--- src/rtl/cipher_uart_tx_if.sv ---
// kcpsm3 port-bus view of the ciphertext UART stage: strobes and ids in,
// status byte and serial line out.
interface cipher_uart_tx_if;
   logic [7:0] port_id;
   logic [7:0] out_port;
   logic       write_strobe;
   logic       read_strobe;
   logic [7:0] status_out;
   logic       tx;
   logic       busy;

   modport master (
      output port_id, out_port, write_strobe, read_strobe,
      input  status_out, tx, busy
   );

   modport slave (
      input  port_id, out_port, write_strobe, read_strobe,
      output status_out, tx, busy
   );
endinterface

--- src/rtl/cipher_uart_tx.sv ---
// Ciphertext output stage: OUTPUT writes land in a circular FIFO that drains
// as 8N1 UART frames (LSB first); a registered status byte supports polling.
module cipher_uart_tx #(
   parameter int         CLK_DIV     = 434,
   parameter int         FIFO_DEPTH  = 16,
   parameter logic [7:0] DATA_PORT   = 8'h04,
   parameter logic [7:0] STATUS_PORT = 8'h08
) (
   input  logic             clk,
   input  logic             reset,
   cipher_uart_tx_if.slave  bus
);
   localparam int AW = $clog2(FIFO_DEPTH);
   localparam int CW = AW + 1;
   localparam int BW = $clog2(CLK_DIV);
   localparam logic [CW-1:0] DEPTH_C   = CW'(FIFO_DEPTH);
   localparam logic [BW-1:0] BAUD_LAST = BW'(CLK_DIV - 1);

   typedef enum logic [1:0] {IDLE, START, DATA, STOP} state_e;

   state_e          state_q;
   logic [BW-1:0]   baud_q;
   logic [2:0]      bit_idx_q;
   logic [7:0]      shift_q;
   logic            tx_q;

   logic [7:0]      mem_q [FIFO_DEPTH];
   logic [AW-1:0]   wptr_q, rptr_q;
   logic [CW-1:0]   count_q, count_d;
   logic            ovf_q, ovf_d;
   logic [7:0]      status_q;

   logic push_req, push_ok, pop, empty, full, baud_end;

   always_comb begin
      push_req = bus.write_strobe && (bus.port_id == DATA_PORT);
      empty    = (count_q == '0);
      full     = (count_q == DEPTH_C);
      pop      = (state_q == IDLE) && !empty;
      // A pop on the same edge frees the slot the push needs.
      push_ok  = push_req && (!full || pop);
      baud_end = (baud_q == BAUD_LAST);

      count_d = count_q;
      if (push_ok && !pop)      count_d = count_q + CW'(1);
      else if (pop && !push_ok) count_d = count_q - CW'(1);

      ovf_d = ovf_q;
      if (push_req && !push_ok)
         ovf_d = 1'b1;
      else if (bus.read_strobe && (bus.port_id == STATUS_PORT))
         ovf_d = 1'b0;
   end

   always_ff @(posedge clk) begin
      if (push_ok) mem_q[wptr_q] <= bus.out_port;
   end

   always_ff @(posedge clk or posedge reset) begin
      if (reset) begin
         wptr_q   <= '0;
         rptr_q   <= '0;
         count_q  <= '0;
         ovf_q    <= 1'b0;
         status_q <= 8'h01;
      end else begin
         if (push_ok) wptr_q <= wptr_q + AW'(1);
         if (pop)     rptr_q <= rptr_q + AW'(1);
         count_q  <= count_d;
         ovf_q    <= ovf_d;
         status_q <= {4'b0000, ovf_q, (state_q != IDLE), full, empty};
      end
   end

   always_ff @(posedge clk or posedge reset) begin
      if (reset) begin
         state_q   <= IDLE;
         baud_q    <= '0;
         bit_idx_q <= '0;
         shift_q   <= '0;
         tx_q      <= 1'b1;
      end else begin
         case (state_q)
            IDLE: begin
               if (!empty) begin
                  shift_q <= mem_q[rptr_q];
                  tx_q    <= 1'b0;
                  baud_q  <= '0;
                  state_q <= START;
               end
            end
            START: begin
               if (baud_end) begin
                  baud_q    <= '0;
                  tx_q      <= shift_q[0];
                  bit_idx_q <= '0;
                  state_q   <= DATA;
               end else begin
                  baud_q <= baud_q + BW'(1);
               end
            end
            DATA: begin
               if (baud_end) begin
                  baud_q  <= '0;
                  shift_q <= {1'b0, shift_q[7:1]};
                  if (bit_idx_q != 3'd7) begin
                     bit_idx_q <= bit_idx_q + 3'd1;
                     tx_q      <= shift_q[1];
                  end else begin
                     tx_q    <= 1'b1;
                     state_q <= STOP;
                  end
               end else begin
                  baud_q <= baud_q + BW'(1);
               end
            end
            STOP: begin
               if (baud_end) begin
                  baud_q  <= '0;
                  state_q <= IDLE;
               end else begin
                  baud_q <= baud_q + BW'(1);
               end
            end
            default: state_q <= IDLE;
         endcase
      end
   end

   assign bus.tx         = tx_q;
   assign bus.busy       = (state_q != IDLE);
   assign bus.status_out = status_q;
endmodule
--- src/flat_wrapper.sv ---
// flat-port wrapper written by rule: the top's interface ports become plain ports
module cipher_uart_tx_flat 
#(
   parameter int         CLK_DIV     = 434,
   parameter int         FIFO_DEPTH  = 16,
   parameter logic [7:0] DATA_PORT   = 8'h04,
   parameter logic [7:0] STATUS_PORT = 8'h08
)
  (clk, reset, bus_port_id, bus_out_port, bus_write_strobe, bus_read_strobe, bus_status_out, bus_tx, bus_busy);
  cipher_uart_tx_if bus_i ();
  input  logic clk;
  input  logic reset;
  input wire logic [$bits(bus_i.port_id)-1:0] bus_port_id;
  input wire logic [$bits(bus_i.out_port)-1:0] bus_out_port;
  input wire logic [$bits(bus_i.write_strobe)-1:0] bus_write_strobe;
  input wire logic [$bits(bus_i.read_strobe)-1:0] bus_read_strobe;
  output wire logic [$bits(bus_i.status_out)-1:0] bus_status_out;
  output wire logic [$bits(bus_i.tx)-1:0] bus_tx;
  output wire logic [$bits(bus_i.busy)-1:0] bus_busy;
  assign bus_i.port_id = bus_port_id;
  assign bus_i.out_port = bus_out_port;
  assign bus_i.write_strobe = bus_write_strobe;
  assign bus_i.read_strobe = bus_read_strobe;
  assign bus_status_out = bus_i.status_out;
  assign bus_tx = bus_i.tx;
  assign bus_busy = bus_i.busy;
  cipher_uart_tx #(.CLK_DIV(CLK_DIV), .FIFO_DEPTH(FIFO_DEPTH), .DATA_PORT(DATA_PORT), .STATUS_PORT(STATUS_PORT)) u_core (.clk(clk), .reset(reset), .bus(bus_i));
endmodule
--- config.mk ---
export PLATFORM = sky130hd
export DESIGN_NAME = cipher_uart_tx_flat
export DESIGN_NICKNAME = d
export VERILOG_FILES = /design/src/rtl/cipher_uart_tx_if.sv /design/src/rtl/cipher_uart_tx.sv /design/src/flat_wrapper.sv
export SDC_FILE = /design/constraint.sdc
export NUM_CORES = 1
export LEC_CHECK = 0
export CORE_AREA = 4 4 133 135
export CTS_CLUSTER_DIAMETER = 40
export CTS_CLUSTER_SIZE = 24
export DETAILED_ROUTE_END_ITERATION = 12
export DIE_AREA = 0 0 137 139
export GPL_ROUTABILITY_DRIVEN = 0
export PLACE_DENSITY = 0.62
export SLEW_MARGIN = 5
export SYNTH_ARGS = -nofsm -noshare
export SYNTH_HDL_FRONTEND = slang
export SYNTH_SLANG_ARGS = --single-unit
--- constraint.sdc ---
create_clock -name clk -period 2.5 [get_ports clk]
set_clock_uncertainty 0.05 [all_clocks]
set_input_delay 0.5 -clock clk [delete_from_list [all_inputs] [get_ports clk]]
set_output_delay 0.5 -clock clk [all_outputs]
set_load 0.02 [all_outputs]
==> impl_results.md <==
- Async set-reset flop share out of synthesis: 0.2426
- Post-Synth XOR/XNOR Area: 0.02188
- Core area: approximately 16000 um^2
- First-pass GRT wire length: between 20000 and 25000 um
- ANT cells: 0
- MaxCap Viol Count: 0
- Yosys cell types: 50
- Layout cells sized above 1: 0.1930
- Fill cells: roughly 1400
- Setup TNS: 0 ps
- Crit path required time: around 2000 ps
- Leading area contributor after synthesis: edfxtp_1
- Top post-synthesis cells by area: edfxtp_1 (53%), dfrtp_1 (14%), mux2i_1 (4.0%)
- NumNets Final: 570
- Slew HR: 0.4891
- Yosys reg bits: roughly 170
- I/O Pins: 30
- Net switching power: approximately 1.2 mW
- CTS Sinks: between 150 and 200
- Adder-cell share of the synthesized area: 0.03403
- Number of remaining DRC errors: 0
- Slew Limit Fails: 0
- Initial core utilization: 0.4377
- Seq/Total Area, Yosys: 0.6760
- Clock-pin slew on the worst setup and hold paths: ~70 ps
- Setup WS pre-CTS: -532.1 ps
- Power per cell area: 661.2 nW/um^2
- TritonCTS clock tree: built
- Lkg Pwr: 3.045 nW
- Post-DR wirelength/cell: 17.38 um
- Worst setup margin: roughly 90 ps
- Setup CP Type: reg2out
- Setup-failing EPs final: 0
- Status: completed
- Final Power: ~5.6 mW
- Area growth syn-to-layout: 18.25%
- Min Tclk post-route: between 2000 and 2500 ps
- Hold buffer count at CTS: 0
- Clock Latency Late Sink: approximately 430 ps
- Port Buf Inserts: 25
- Maximum vdd ir drop: 0.5891 mV
- Worst slew pin tran: 763.5 ps
- Most frequent cells in the layout: edfxtp_1 (128), buf_4 (41), dfrtp_1 (38), nor2_1 (33), nand2_1 (32)
- Initial antenna violation count: 0
- CP Launch Type: register
- CTS Buf Count: 17
- Die height: approximately 140 um
- Synth Area in Compound Gates: 0.05885
- CTS root buffer: clkbuf_16
- Finished Cell Area: 8522 um^2
- Pint: 4.403 mW
- Antenna viol nets, final: 0
- Syn avg cell area: 15.50 um^2
- Most common cell after layout, fill and taps aside: edfxtp_1
- Largest net degree at the start of global routing: 42
- HPWL after DPL: about 9100 um
- Grt total ovfl: 0
- Storage element area: just under 5000 um^2
- Mapped Area: around 7200 um^2
- Total GRT Usage: 0.1498
- Logic pwr share: 0.024
- HP Class: reg2reg
- Routed wire length: about 13000 um
- Placed Instances: a little over 700
- RSZ-0062 raised after global routing: true
- Clk pwr share: 0.435
- Post-Syn Instances: 465
- Mux cell area share after synthesis: 0.1054
- Multi-input logic area: around 2200 um^2
- Finished Core Util: 0.5176
- Die X: approximately 140 um
- Hold Violations, Final: 0
- Setup crit end kind: primary output
- FP Rows: 47
- Hold Slack: between 300 and 400 ps
- Synth Area in Simple Gates: 0.07483
- Yosys warns: 0
- Max Root-Sink Buffers: 2
- Non-Filler Instances: between 700 and 800
- Synth top area share: 0.5333
- Net Sw Frac: 0.2186
- Die ar.: ~19000 um^2
- Via count: slightly below 4000
- Starting DRT DRC Count: between 200 and 250
- Sequential Power Share: 0.541
- Fin crit share: 0.9638
- H-tree depth: 4
- Placed inst area: about 7900 um^2
- DR vias/cell: 5.110
- Largest family of logic cells by synthesized area: multiplexers
- Post-synth top flop: edfxtp_1
- CP Data Arrival Time: between 1500 and 2000 ps
- Vias in the first global route: between 4000 and 5000
- Crit-path max FO: 5
- Fmax: approximately 0.42 GHz
- TritonRoute pass-1 iters: 4
- Number of synthesized flops with an enable pin: about 130
-- critical path: stages, from the launching register on --
cell and delay (ps):
dfrtp_1 380, inv_1 90, ha_1 220, inv_2 120
clkdlybuf4s50_1 620
-- area by class of cell --
class,count,share of cell area
Timing Repair Buffer,67,0.06783
Clock buffer,17,0.04992
Tap cell,220,0.03230
Sequential cell,169,0.5719
Inverter,11,0.005139
Clock inverter,15,0.01615
Multi-Input combinational cell,265,0.2568
-- power by group through the flow --
stage / sequential, mW / combinational [mW] / clock, mW
2_1_floorplan: 3.10 / 0.0588 / 0
3_3_place_gp: 3.10 / 0.129 / 0
3_5_place_dp: 3.11 / 0.136 / 0
4_1_cts: 3.05 / 0.136 / 2.49
5_1_grt: 3.05 / 0.154 / 2.64
6_report: 3.05 / 0.138 / 2.45
-- kinds of logic (layout without fill, tap and decap cells) --
logic type,Yosys count,count (layout)
adders and majority gates,19,19
DFF,169,169
buffers and inverters,34,110
other,1,4
AOI/OAI and AO/OA,65,65
muxes,50,50
xor gates and xnor gates,18,18
and+or+nand+nor,109,109
-- final timing paths --
path / from / endpoint / slack [ps] / cells past startpoint
max in group asynchronous: reset / u_core.rptr_q[1]$_DFFE_PP0P_ / 1530 / 3
min: u_core.ovf_q$_DFFE_PP0P_ / u_core.bus.status_out[3]$_DFF_PP0_ / 370 / 0
min in group asynchronous: reset / u_core.bus.status_out[2]$_DFF_PP0_ / 470 / 3
max reg2reg: u_core.count_q[0]$_DFFE_PP0P_ / u_core.count_q[4]$_DFFE_PP0P_ / 120 / 12
max: u_core.state_q[0]$_DFFE_PP0P_ / bus_busy / 90 / 4
min reg2reg: u_core.ovf_q$_DFFE_PP0P_ / u_core.bus.status_out[3]$_DFF_PP0_ / 370 / 0
-- routing by layer --
metal  track usage  vias to the layer above  share of wire
met4       0.04464                        0          0.013
met2        0.2437                       47           0.51
met3       0.03701                       13          0.027
met1        0.1993                     1954           0.45
li1              -                     1890              -
met5             0                        -              0
-- cells in the mapped netlist (all sizes together), types with 4 or more instances --
| library cell | count |
|---|---|
| dfrtp | 39 |
| o22ai | 8 |
| nand2 | 32 |
| nor2 | 34 |
| and2 | 5 |
| xnor2 | 13 |
| and3 | 5 |
| nor3 | 5 |
| mux2i | 29 |
| a22oi | 14 |
| xor2 | 5 |
| mux4 | 18 |
| a21oi | 11 |
| a31oi | 9 |
| nand3 | 6 |
| a22o | 4 |
| buf | 17 |
| ha | 18 |
| or3 | 7 |
| inv | 11 |
| edfxtp | 128 |
| clkbuf | 6 |
| o21ai | 12 |
-- state kept, by name, indices dropped and copies added (netlist names) --
signal	cells
u_core.baud_q	9
u_core.bit_idx_q	3
u_core.bus.status_out	4
u_core.bus.tx	1
u_core.count_q	5
u_core.mem_q	128
u_core.ovf_q	1
u_core.rptr_q	4
u_core.shift_q	8
u_core.state_q	2
u_core.wptr_q	4
-- timing repair --
action / in CTS / in global routing
resized for setup: 4 / 5
buffers inserted: 2 / 3
hold endpoints to repair: 0 / 0
pin swaps: 4 / 5
setup endpoints to repair: 2 / 3
(Power assumes the default switching activity.)
